`config.mk`:
```
export PLATFORM = sky130hd
export DESIGN_NAME = dec_ej_1
export DESIGN_NICKNAME = d
export VERILOG_FILES = /design/src/rtl/dec_ej_1.sv
export SDC_FILE = /design/constraint.sdc
export NUM_CORES = 1
export LEC_CHECK = 0
export CORE_UTILIZATION = 46
export DETAILED_ROUTE_END_ITERATION = 8
export GPL_ROUTABILITY_DRIVEN = 0
export MAX_ROUTING_LAYER = met4
export PLACE_DENSITY = 0.77
export SYNTH_ARGS = -nofsm -noshare
export SYNTH_HDL_FRONTEND = slang
export SYNTH_SLANG_ARGS = --single-unit
```
`constraint.sdc`:
```
create_clock -name clk -period 4.13 [get_ports clk]
set_input_delay 1.239 -clock clk [delete_from_list [all_inputs] [get_ports clk]]
set_output_delay 1.239 -clock clk [all_outputs]
set_load 0.005 [all_outputs]
```
`src/rtl/dec_ej_1.sv`:
```
// Countdown engine: loads a value and subtracts an operand-selected step on each
// enabled cycle, reporting completion, underflow and the enabled-cycle count.
module dec_ej_1 #(
    parameter int unsigned NB_DATA = 3,
    parameter int unsigned NB_ACC  = 6,
    parameter int unsigned NB_CNT  = 8
) (
    input  logic               clk,
    input  logic               i_rst,
    input  logic               i_load_valid,
    output logic               o_load_ready,
    input  logic [NB_ACC-1:0]  i_load_value,
    input  logic [NB_DATA-1:0] i_data1,
    input  logic [NB_DATA-1:0] i_data2,
    input  logic [1:0]         i_sel,
    input  logic               i_enable,
    output logic [NB_ACC-1:0]  o_data,
    output logic               o_underflow,
    output logic               o_done,
    output logic               o_busy,
    output logic [NB_CNT-1:0]  o_cycles
);

    typedef enum logic [1:0] {
        ST_IDLE = 2'd0,
        ST_RUN  = 2'd1,
        ST_DONE = 2'd2
    } state_t;

    state_t state;

    logic [NB_DATA:0]  step_c;
    logic [NB_ACC-1:0] step_ext_c;
    logic [NB_ACC-1:0] diff_c;

    // Step select mirrors the adder side's i_sel encoding
    always_comb begin
        step_c = '0;
        case (i_sel)
            2'b01:   step_c = {1'b0, i_data1} + {1'b0, i_data2};
            2'b10:   step_c = {1'b0, i_data1};
            default: step_c = '0;
        endcase
    end

    assign step_ext_c = NB_ACC'(step_c);
    assign diff_c     = o_data - step_ext_c;

    always_ff @(posedge clk) begin
        if (i_rst) begin
            state        <= ST_IDLE;
            o_data       <= '0;
            o_underflow  <= 1'b0;
            o_done       <= 1'b0;
            o_busy       <= 1'b0;
            o_cycles     <= '0;
            o_load_ready <= 1'b1;
        end else begin
            case (state)
                ST_IDLE, ST_DONE: begin
                    if (i_load_valid) begin
                        o_data      <= i_load_value;
                        o_cycles    <= '0;
                        o_underflow <= 1'b0;
                        // A zero load is already finished; it never enters RUN
                        if (i_load_value == '0) begin
                            state        <= ST_DONE;
                            o_done       <= 1'b1;
                            o_busy       <= 1'b0;
                            o_load_ready <= 1'b1;
                        end else begin
                            state        <= ST_RUN;
                            o_done       <= 1'b0;
                            o_busy       <= 1'b1;
                            o_load_ready <= 1'b0;
                        end
                    end
                end
                ST_RUN: begin
                    if (i_enable) begin
                        if (o_cycles != {NB_CNT{1'b1}}) begin
                            o_cycles <= o_cycles + NB_CNT'(1);
                        end
                        if (o_data > step_ext_c) begin
                            o_data <= diff_c;
                        end else begin
                            // Exact hit or wrap: both finish the run on this edge
                            o_data       <= diff_c;
                            o_underflow  <= (o_data != step_ext_c);
                            state        <= ST_DONE;
                            o_done       <= 1'b1;
                            o_busy       <= 1'b0;
                            o_load_ready <= 1'b1;
                        end
                    end
                end
                default: begin
                    state        <= ST_IDLE;
                    o_done       <= 1'b0;
                    o_busy       <= 1'b0;
                    o_load_ready <= 1'b1;
                end
            endcase
        end
    end

endmodule

```
# Word-level counts from Yosys, hierarchy flattened
# Cells that the tools add are included.
[totals]
input_bits = 18
reg_bits = 20
wordCells = 57
[classes]
n_eq_ne = 10
add_sub_neg = 3
order_cmp = 1
muxes = 28
reduce_logical = 8
[ops]
columns = ["op", "n"]
rows = [
  ["2-to-1 mux 8 bit", 3],
  ["case mux 8 bit (2 select lines)", 1],
  ["2-to-1 mux 6 bit", 2],
  ["case mux 6 bit (2 select lines)", 1],
  ["2-to-1 mux 1 bit", 11],
  ["adder 8 x 1 -> 8 bit, second input constant", 1],
  ["2-to-1 mux 2 bit", 4],
  ["!= test 2 bit, second input constant", 4],
  ["!= test 8 bit, second input constant", 1],
  ["case mux 1 bit (2 select lines)", 4],
  ["case mux 4 bit (2 select lines)", 1],
  ["AND reduction 4 bit", 2],
  ["greater-than comparator 6 x 4 -> 1 bit", 1],
  ["zero test 6 bit", 1],
  ["!= test 6 x 4 -> 1 bit", 1],
  ["AND reduction 3 bit", 2],
  ["subtractor 6 x 4 -> 6 bit", 1],
  ["adder 3 x 3 -> 4 bit", 1],
  ["equality test 2 x 1 -> 1 bit, second input constant", 2],
  ["equality test 2 bit, second input constant", 2],
  ["case mux 2 bit (2 select lines)", 1],
  ["zero test 2 bit", 1],
  ["nonzero test 2 bit", 1],
  ["OR reduction 2 bit", 1],
]

# Longest topological paths before layout
# Gate-level depths: netlist of the first run.
[depth]
depth_word = 6
depth_mapped = 11
mapped_depth_nobuf = 11

# Least setup slack after synthesis of the first run
# OpenSTA, ideal clock, no wires.
[synth_path]
kind = "input to register"
start = "in i_data1[0]"
end = "reg o_data[3]"
stages = 10
path_buffers = 0
setup_slack_ns = 0.647
setup_ns = 0.101
arrival_ns = 3.382
cell_sequence = "ha_1 > fa_1 > xor2_1 > a22oi_1 > or2_2 > ha_1 > and3b_1 > o21ai_0 > a21oi_1 > o41ai_1"
[synth_via]
elab_chain_cells = 5
[synth_lines]
columns = ["item", "line_no", "source"]
rows = [
  ["start: declaration", "13", "input logic [NB_DATA-1:0] i_data1,"],
  ["adder 3 x 3 -> 4 bit", "40", "2'b01: step_c = {1'b0, i_data1} + {1'b0, i_data2};"],
  ["case mux 4 bit (2 select lines) (*)", "39", "case (i_sel)"],
  ["subtractor 6 x 4 -> 6 bit (*)", "47", "assign diff_c = o_data - step_ext_c;"],
  ["2-to-1 mux 6 bit (*)", "80", "if (i_enable) begin"],
  ["case mux 6 bit (2 select lines) (*)", "59", "case (state)"],
  ["end signal: assignment", "62", "o_data <= i_load_value;"],
  ["end signal: assignment", "85", "o_data <= diff_c;"],
  ["end signal: assignment", "88", "o_data <= diff_c;"],
  ["end: declaration", "17", "output logic [NB_ACC-1:0] o_data,"],
]
# Mark *: on every way between the ends. The rest lies on a longest branch, timed or not. The select of a mux whose other input is x is not followed.
# A chain may end at the register's enable or synchronous reset.

# Worst setup path in the final report of the first run
# Same ends and word-level chain as after synthesis.

==> results of run 1 <==
final timing paths:
check,from,endpoint,slack (ns),depth (start not counted)
worst max-delay path,i_data1[0],o_data[3],0.21,11
worst min-delay path,o_data[0],o_data[0],0.48,2
worst max register to register,o_cycles[0],o_cycles[3],2.24,5
worst min register to register,o_data[0],o_data[0],0.48,2
layout by cell type, fill, tap and decap left out, drive strengths merged, types with 3 or more instances in the layout:
cell / count
a311oi: 3
nor3: 4
clkbuf: 3
nand2b: 4
or2: 3
nor2: 13
clkdlybuf4s50: 35
nand3: 5
inv: 7
o21ai: 7
or4: 3
dfxtp: 18
ha: 10
a21oi: 12
a22oi: 3
or3: 3
nand2: 20
layout make-up:
class	instances	area (um2)	area share
Tap cell	30	37.54	0.02276
Clock buffer	3	22.52	0.01366
Inverter	7	26.28	0.01593
Sequential cell	18	360.3	0.2185
Timing Repair Buffer	35	350.3	0.2124
Multi-Input combinational cell	124	852.1	0.5167
metrics by stage:
step | cell area (um2) | setup TNS [ns] | total power, uW | utilization
floorplan | 1270 | 0 | 306.8 | -
global placement | 1627 | 0 | 365.2 | 0.6391
detailed placement | 1627 | -0.08084 | 370.1 | 0.6391
CTS | 1649 | 0 | 460.0 | 0.6480
global route | 1649 | 0 | 490.0 | 0.6480
finish | 1649 | 0 | 459.2 | 0.6480
sequential cells by signal, indices dropped and copies added (netlist names):
register      count
o_done            1
o_data            6
o_load_ready      1
o_cycles          8
state             1
o_underflow       1
where the power goes:
group          internal, uW  switching (uW)
clock                  34.0            56.4
sequential              185            15.7
combinational          83.5            84.2
total                   303             156
per-layer routing:
| layer | GRT usage | vias to the layer above | part of all wire |
|---|---|---|---|
| met1 | 0.3143 | 620 | 0.46 |
| met2 | 0.4187 | 40 | 0.49 |
| li1 | - | 636 | - |
| met3 | 0.04167 | 4 | 0.042 |
| met5 | - | - | 0 |
| met4 | 0.08974 | 0 | 0.011 |
cells by family after synthesis:
family	Yosys count	share of synthesized area
buffers and inverters	12	0.04532
AND/OR/NAND/NOR	68	0.2837
AO/OA/AOI/OAI	42	0.2434
flip-flops	18	0.2837
XOR/XNOR	2	0.01380
adder cells (fa/ha/maj)	12	0.1301
critical path: stages:
cell,delay (ns)
clkdlybuf4s50_1,0.43
ha_1,0.25
fa_1,0.39
xor2_1,0.16
a22oi_1,0.07
or2_2,0.29
ha_1,0.35
and3b_1,0.20
o21ai_0,0.29
a21oi_1,0.12
o41ai_1,0.32
==> results.txt, run 1 <==
Data required, critical path: 4.32 ns
Post-CTS setup buffer count: 0
Antenna Violating Nets Remaining: 0
Global route overflow: 0
Peak VDD IR: 0.0002260 V
Status: finished, final reports clean
Critical path type: input pin to register
TritonCTS buffer count: 3
Vias in the first global route: 1166
Non-Filler Instances: 217
Final setup viols: 0
Clock Sinks: 18
Gr usage total: 0.2552
Via count: 1300
Mapped cell area: 0.001270 mm2
Fmax: 255.4 MHz
Cells after synthesis: 154
Number of synthesized flops with an enable pin: 0
Layout area overhead: 29.85%
Post-Syn Nets: 184
Worst skew pair latency: 0.30 ns
Synth async-reset ratio: 0
H-tree depth: 1
Via/cell ratio: 5.991
Yosys reg bits: 18
# DRC: 0
First-pass GRT wire length: 5230 um
Initial antenna violation count: 0
Sequential area share after synthesis: 0.2837
Critical Path Source Type: input pin
Fillers: 219
Initial Util: 0.4990
CTS tree: done
Input/output buffers: 35
Fraction of layout cells with a size suffix above 1: 0.06952
Min Tclk post-route: 3.916 ns
Max-slew headroom: 0.5282
Synth unique cells: 46
Actual slew at the worst max-slew pin: 0.7055 ns
Final setup margin: 0.2145 ns
# placed instances: 214
Cts hold-fix bufs: 0
N_diodes: 0
Num rows: 18
CTS clk-pin slew, worst paths: 0.11 ns
Count leader, synth: nand2_1
Clock Skew: 0.006356 ns
# Max-Cap Violations: 0
Mean Syn Cell Area: 8.247 um2
DRT Pass-1 Iters: 4
Synth area leaders: dfxtp_1 28%, ha_1 9.9%, nand2_1 5.9%
Die W: 54.55 um
Resized Gates After CTS: 0
Synth warn: 0
Unrepaired setup endpoints after global routing: no
IO Pins: 36
Period utilisation layout: 0.9481
Synth top area share: 0.2837
Leakage: 0.0006081 uW
Initial drt markers: 35
WL final: 3227 um
Dpl ws: -0.08084 ns
WL per Instance: 14.87 um
Max-slew violations: 0
Maximum root-to-sink buffer count: 2
P per Cell Area: 278.4 mW/mm2
Count of final hold-check violations: 0
Die area: 0.002975 mm2
Worst min path class: register to register
Post-DP HPWL: 2464 um
Dominant cell type by area after synthesis: dfxtp_1
Die H: 54.55 um
Critical path capture point type: register
Root Buffer: clkbuf_4
Worst Path Arrival: 4.11 ns
Synth cell count leaders: 20 x nand2_1, 18 x dfxtp_1, 13 x nor2_1
Layout Nets: 219
Core Area: 0.002545 mm2
Largest net degree at the start of global routing: 20
Hold Slack: 0.4796 ns
Ys flop type: dfxtp_1
Max FO, Critical Path: 5
No activity file was read; power rests on OpenSTA's default activity.
==> run 2, diff against run 1 <==
--- a/config.mk
+++ b/config.mk
@@ -6,10 +6,12 @@
 export NUM_CORES = 1
 export LEC_CHECK = 0
 export CORE_UTILIZATION = 46
+export CTS_BUF_LIST = sky130_fd_sc_hd__clkbuf_4 sky130_fd_sc_hd__clkbuf_8
 export DETAILED_ROUTE_END_ITERATION = 8
 export GPL_ROUTABILITY_DRIVEN = 0
 export MAX_ROUTING_LAYER = met4
 export PLACE_DENSITY = 0.77
+export RECOVER_POWER = 50
 export SYNTH_ARGS = -nofsm -noshare
 export SYNTH_HDL_FRONTEND = slang
 export SYNTH_SLANG_ARGS = --single-unit
==> run 2 against run 1 <==
Sequential power about the same. Maximum frequency about the same. Critical path depth is the same. Routed wire length decreased by 0.40%. Highest routed layer unchanged. Power decreased by 1.0%. Cell area fell by 0.53%. First-iteration DRC count is 5.7% higher. Hold slack lost 0.0020 ns. Cell count unchanged.
==> results.txt, run 2 (same netlist as run 1, synthesis figures left out) <==
Max-slew headroom: 0.2404 (-0.2878)
Via count: 1304 (+0.31%)
Fmax: 255.4 MHz (about the same)
Initial Util: 0.4990 (unchanged)
Initial antenna violation count: 0 (unchanged)
# DRC: 0 (unchanged)
Commonest non-fill, non-tap cell in the layout: nand2_1
Die W: 54.55 um (unchanged)
Crit path top cell by count: ha_1
CP max-delay cell: clkdlybuf4s50_1
DRT Pass-1 Iters: 4 (unchanged)
Num rows: 18 (unchanged)
Top flop regs: o_cycles: 8 flops, o_data: 6 flops
Post-DP HPWL: 2464 um (unchanged)
Worst reg2reg endpoint: o_cycles[3]
Peak VDD IR: 0.0002221 V (-1.8%)
Global route overflow: 0 (unchanged)
Final setup viols: 0 (unchanged)
Worst min path class: register to register
Core Area: 0.002545 mm2 (unchanged)
Hold EP: o_data[0]
N_diodes: 0 (unchanged)
Actual slew at the worst max-slew pin: 1.136 ns (+0.4304 ns)
Post-layout util: 0.6445 (-0.003441)
H-tree depth: 1 (unchanged)
Critical R2R Launch: o_cycles[0]
Unrepaired setup endpoints after global routing: no
First-pass GRT wire length: 5230 um (unchanged)
Max-slew violations: 0 (unchanged)
Hold Crit Start: o_data[0]
Maximum root-to-sink buffer count: 2 (unchanged)
Die area: 0.002975 mm2 (unchanged)
Slowest stage delay, CP: 0.43 ns (about the same)
CP Launch Point: i_data1[0]
Post-CTS setup buffer count: 0 (unchanged)
Antenna Violating Nets Remaining: 0 (unchanged)
Count of final hold-check violations: 0 (unchanged)
Die H: 54.55 um (unchanged)
Max FO, Critical Path: 5 (unchanged)
# Max-Cap Violations: 0 (unchanged)
Largest Register: o_cycles
Final setup margin: 0.2148 ns (+0.0003570 ns)
Setup_tns: 0 ns (unchanged)
Cell chain of the critical path: clkdlybuf4s50_1 > ha_1 > fa_1 > xor2_1 > a22oi_1 > or2_2 > ha_1 > a21o_1 > o21ai_0 > a21oi_1 > o41ai_1
Largest register FFs: 8 (unchanged)
Input/output buffers: 35 (unchanged)
Resized Gates After CTS: 0 (unchanged)
IO Pins: 36 (unchanged)
Root Buffer: clkbuf_4
Critical Path Source Type: input pin
Most frequent cells in the layout: 20 x nand2_1, 19 x clkdlybuf4s50_1, 18 x dfxtp_1
Initial drt markers: 37 (+5.7%)
Status: finished, final reports clean
Critical path capture point type: register
Fraction of layout cells with a size suffix above 1: 0.05882 (-0.01070)
P per Cell Area: 277.0 mW/mm2 (-0.51%)
Via/cell ratio: 6.009 (+0.31%)
Critical path type: input pin to register
Power Total: 454.4 uW (-1.0%)
Clock Skew: 0.007991 ns (+0.001635 ns)
Cts hold-fix bufs: 0 (unchanged)
Period utilisation layout: 0.9480 (about the same)
Dpl ws: -0.08084 ns (unchanged)
Data required, critical path: 4.32 ns (about the same)
Min Tclk post-route: 3.915 ns (-0.0003570 ns)
Gr usage total: 0.2552 (unchanged)
Worst skew pair latency: 0.30 ns (about the same)
Leakage: 0.0006480 uW (+6.6%)
FF-to-FF setup slack: 1.87 ns (-0.37 ns)
TritonCTS buffer count: 3 (unchanged)
WL final: 3214 um (-0.40%)
CTS tree: done
Largest net degree at the start of global routing: 20 (unchanged)
Reg2Reg Depth: 5 (unchanged)
Clock Sinks: 18 (unchanged)
Layout Nets: 219 (unchanged)
WL per Instance: 14.81 um (-0.40%)
Worst Path Arrival: 4.11 ns (about the same)
CTS clk-pin slew, worst paths: 0.11 ns (about the same)
Final instance area: 0.001640 mm2 (-0.53%)
Layout area overhead: 29.16%
Instance area at placement: 0.001627 mm2 (unchanged)
Worst hold path depth: 2 (unchanged)
Vias in the first global route: 1166 (unchanged)
==> run 2: cell types whose count changed in the layout (fill, tap and decap cells not counted) <==
cell / before / now
clkdlybuf4s50_1: 35 / 19
dlygate4sd3_1: 0 / 16
and3b_1: 1 / 2
and3b_2: 1 / 0
o32ai_1: 1 / 2
o32ai_2: 1 / 0
==> run 2: where the power goes <==
group / internal, uW / switching (uW) / total (uW)
Sequential: 185 / 15.2 / 201
Clock: 34.0 / 56.7 / 90.7
Combinational: 79.2 / 83.9 / 163
==> run 2: how the worst max path moves through the flow <==
stage / endpoint / cells past startpoint / slack (ns)
CTS: o_data[3] / 11 / 0.22
detailed placement: o_data[3] / 11 / -0.08
floorplan: o_data[3] / 10 / 0.65
global placement: o_data[3] / 11 / 0.04
global route: o_data[3] / 11 / 0.08
finish: o_data[3] / 11 / 0.21
==> run 2: per-stage QoR <==
step	cells	hold slack (ns)
after detailed placement	214	0.4667
final	217	0.4776
after global placement	214	0.4640
after floorplan	154	0.4611
after global routing	217	0.5101
after CTS	217	0.4830
==> run 2: layer usage <==
metal | track usage | share of wire | wire length [um] | vias up
li1 | - | - | - | 636
met3 | 0.04167 | 0.036 | 116 | 5
met1 | 0.3143 | 0.47 | 1505 | 627
met2 | 0.4187 | 0.48 | 1551 | 36
met5 | - | 0 | 0 | -
met4 | 0.08974 | 0.012 | 40 | 0
==> run 2: final cells by class <==
cell class                      instances  area, um2
Clock buffer                            3      22.52
Fill cell                             221      904.6
Inverter                                7      26.28
Multi-Input combinational cell        124      843.3
Tap cell                               30      37.54
Sequential cell                        18      360.3
Timing Repair Buffer                   35      350.3
==> run 2: critical path: cells and delay by family <==
| kind | cells | cell delay (ns) |
|---|---|---|
| simple gates | 1 | 0.29 |
| fa+ha+maj | 3 | 0.99 |
| compound gates | 5 | 1.00 |
| buf+inv | 1 | 0.43 |
| xor+xnor | 1 | 0.16 |
==> run 3, diff against run 2 <==
--- a/config.mk
+++ b/config.mk
@@ -5,6 +5,7 @@
 export SDC_FILE = /design/constraint.sdc
 export NUM_CORES = 1
 export LEC_CHECK = 0
+export CAP_MARGIN = 0
 export CORE_UTILIZATION = 46
 export CTS_BUF_LIST = sky130_fd_sc_hd__clkbuf_4 sky130_fd_sc_hd__clkbuf_8
 export DETAILED_ROUTE_END_ITERATION = 8
==> results of run 3 <==
No change in the layout: final DEF, timing and power equal those of run 2.
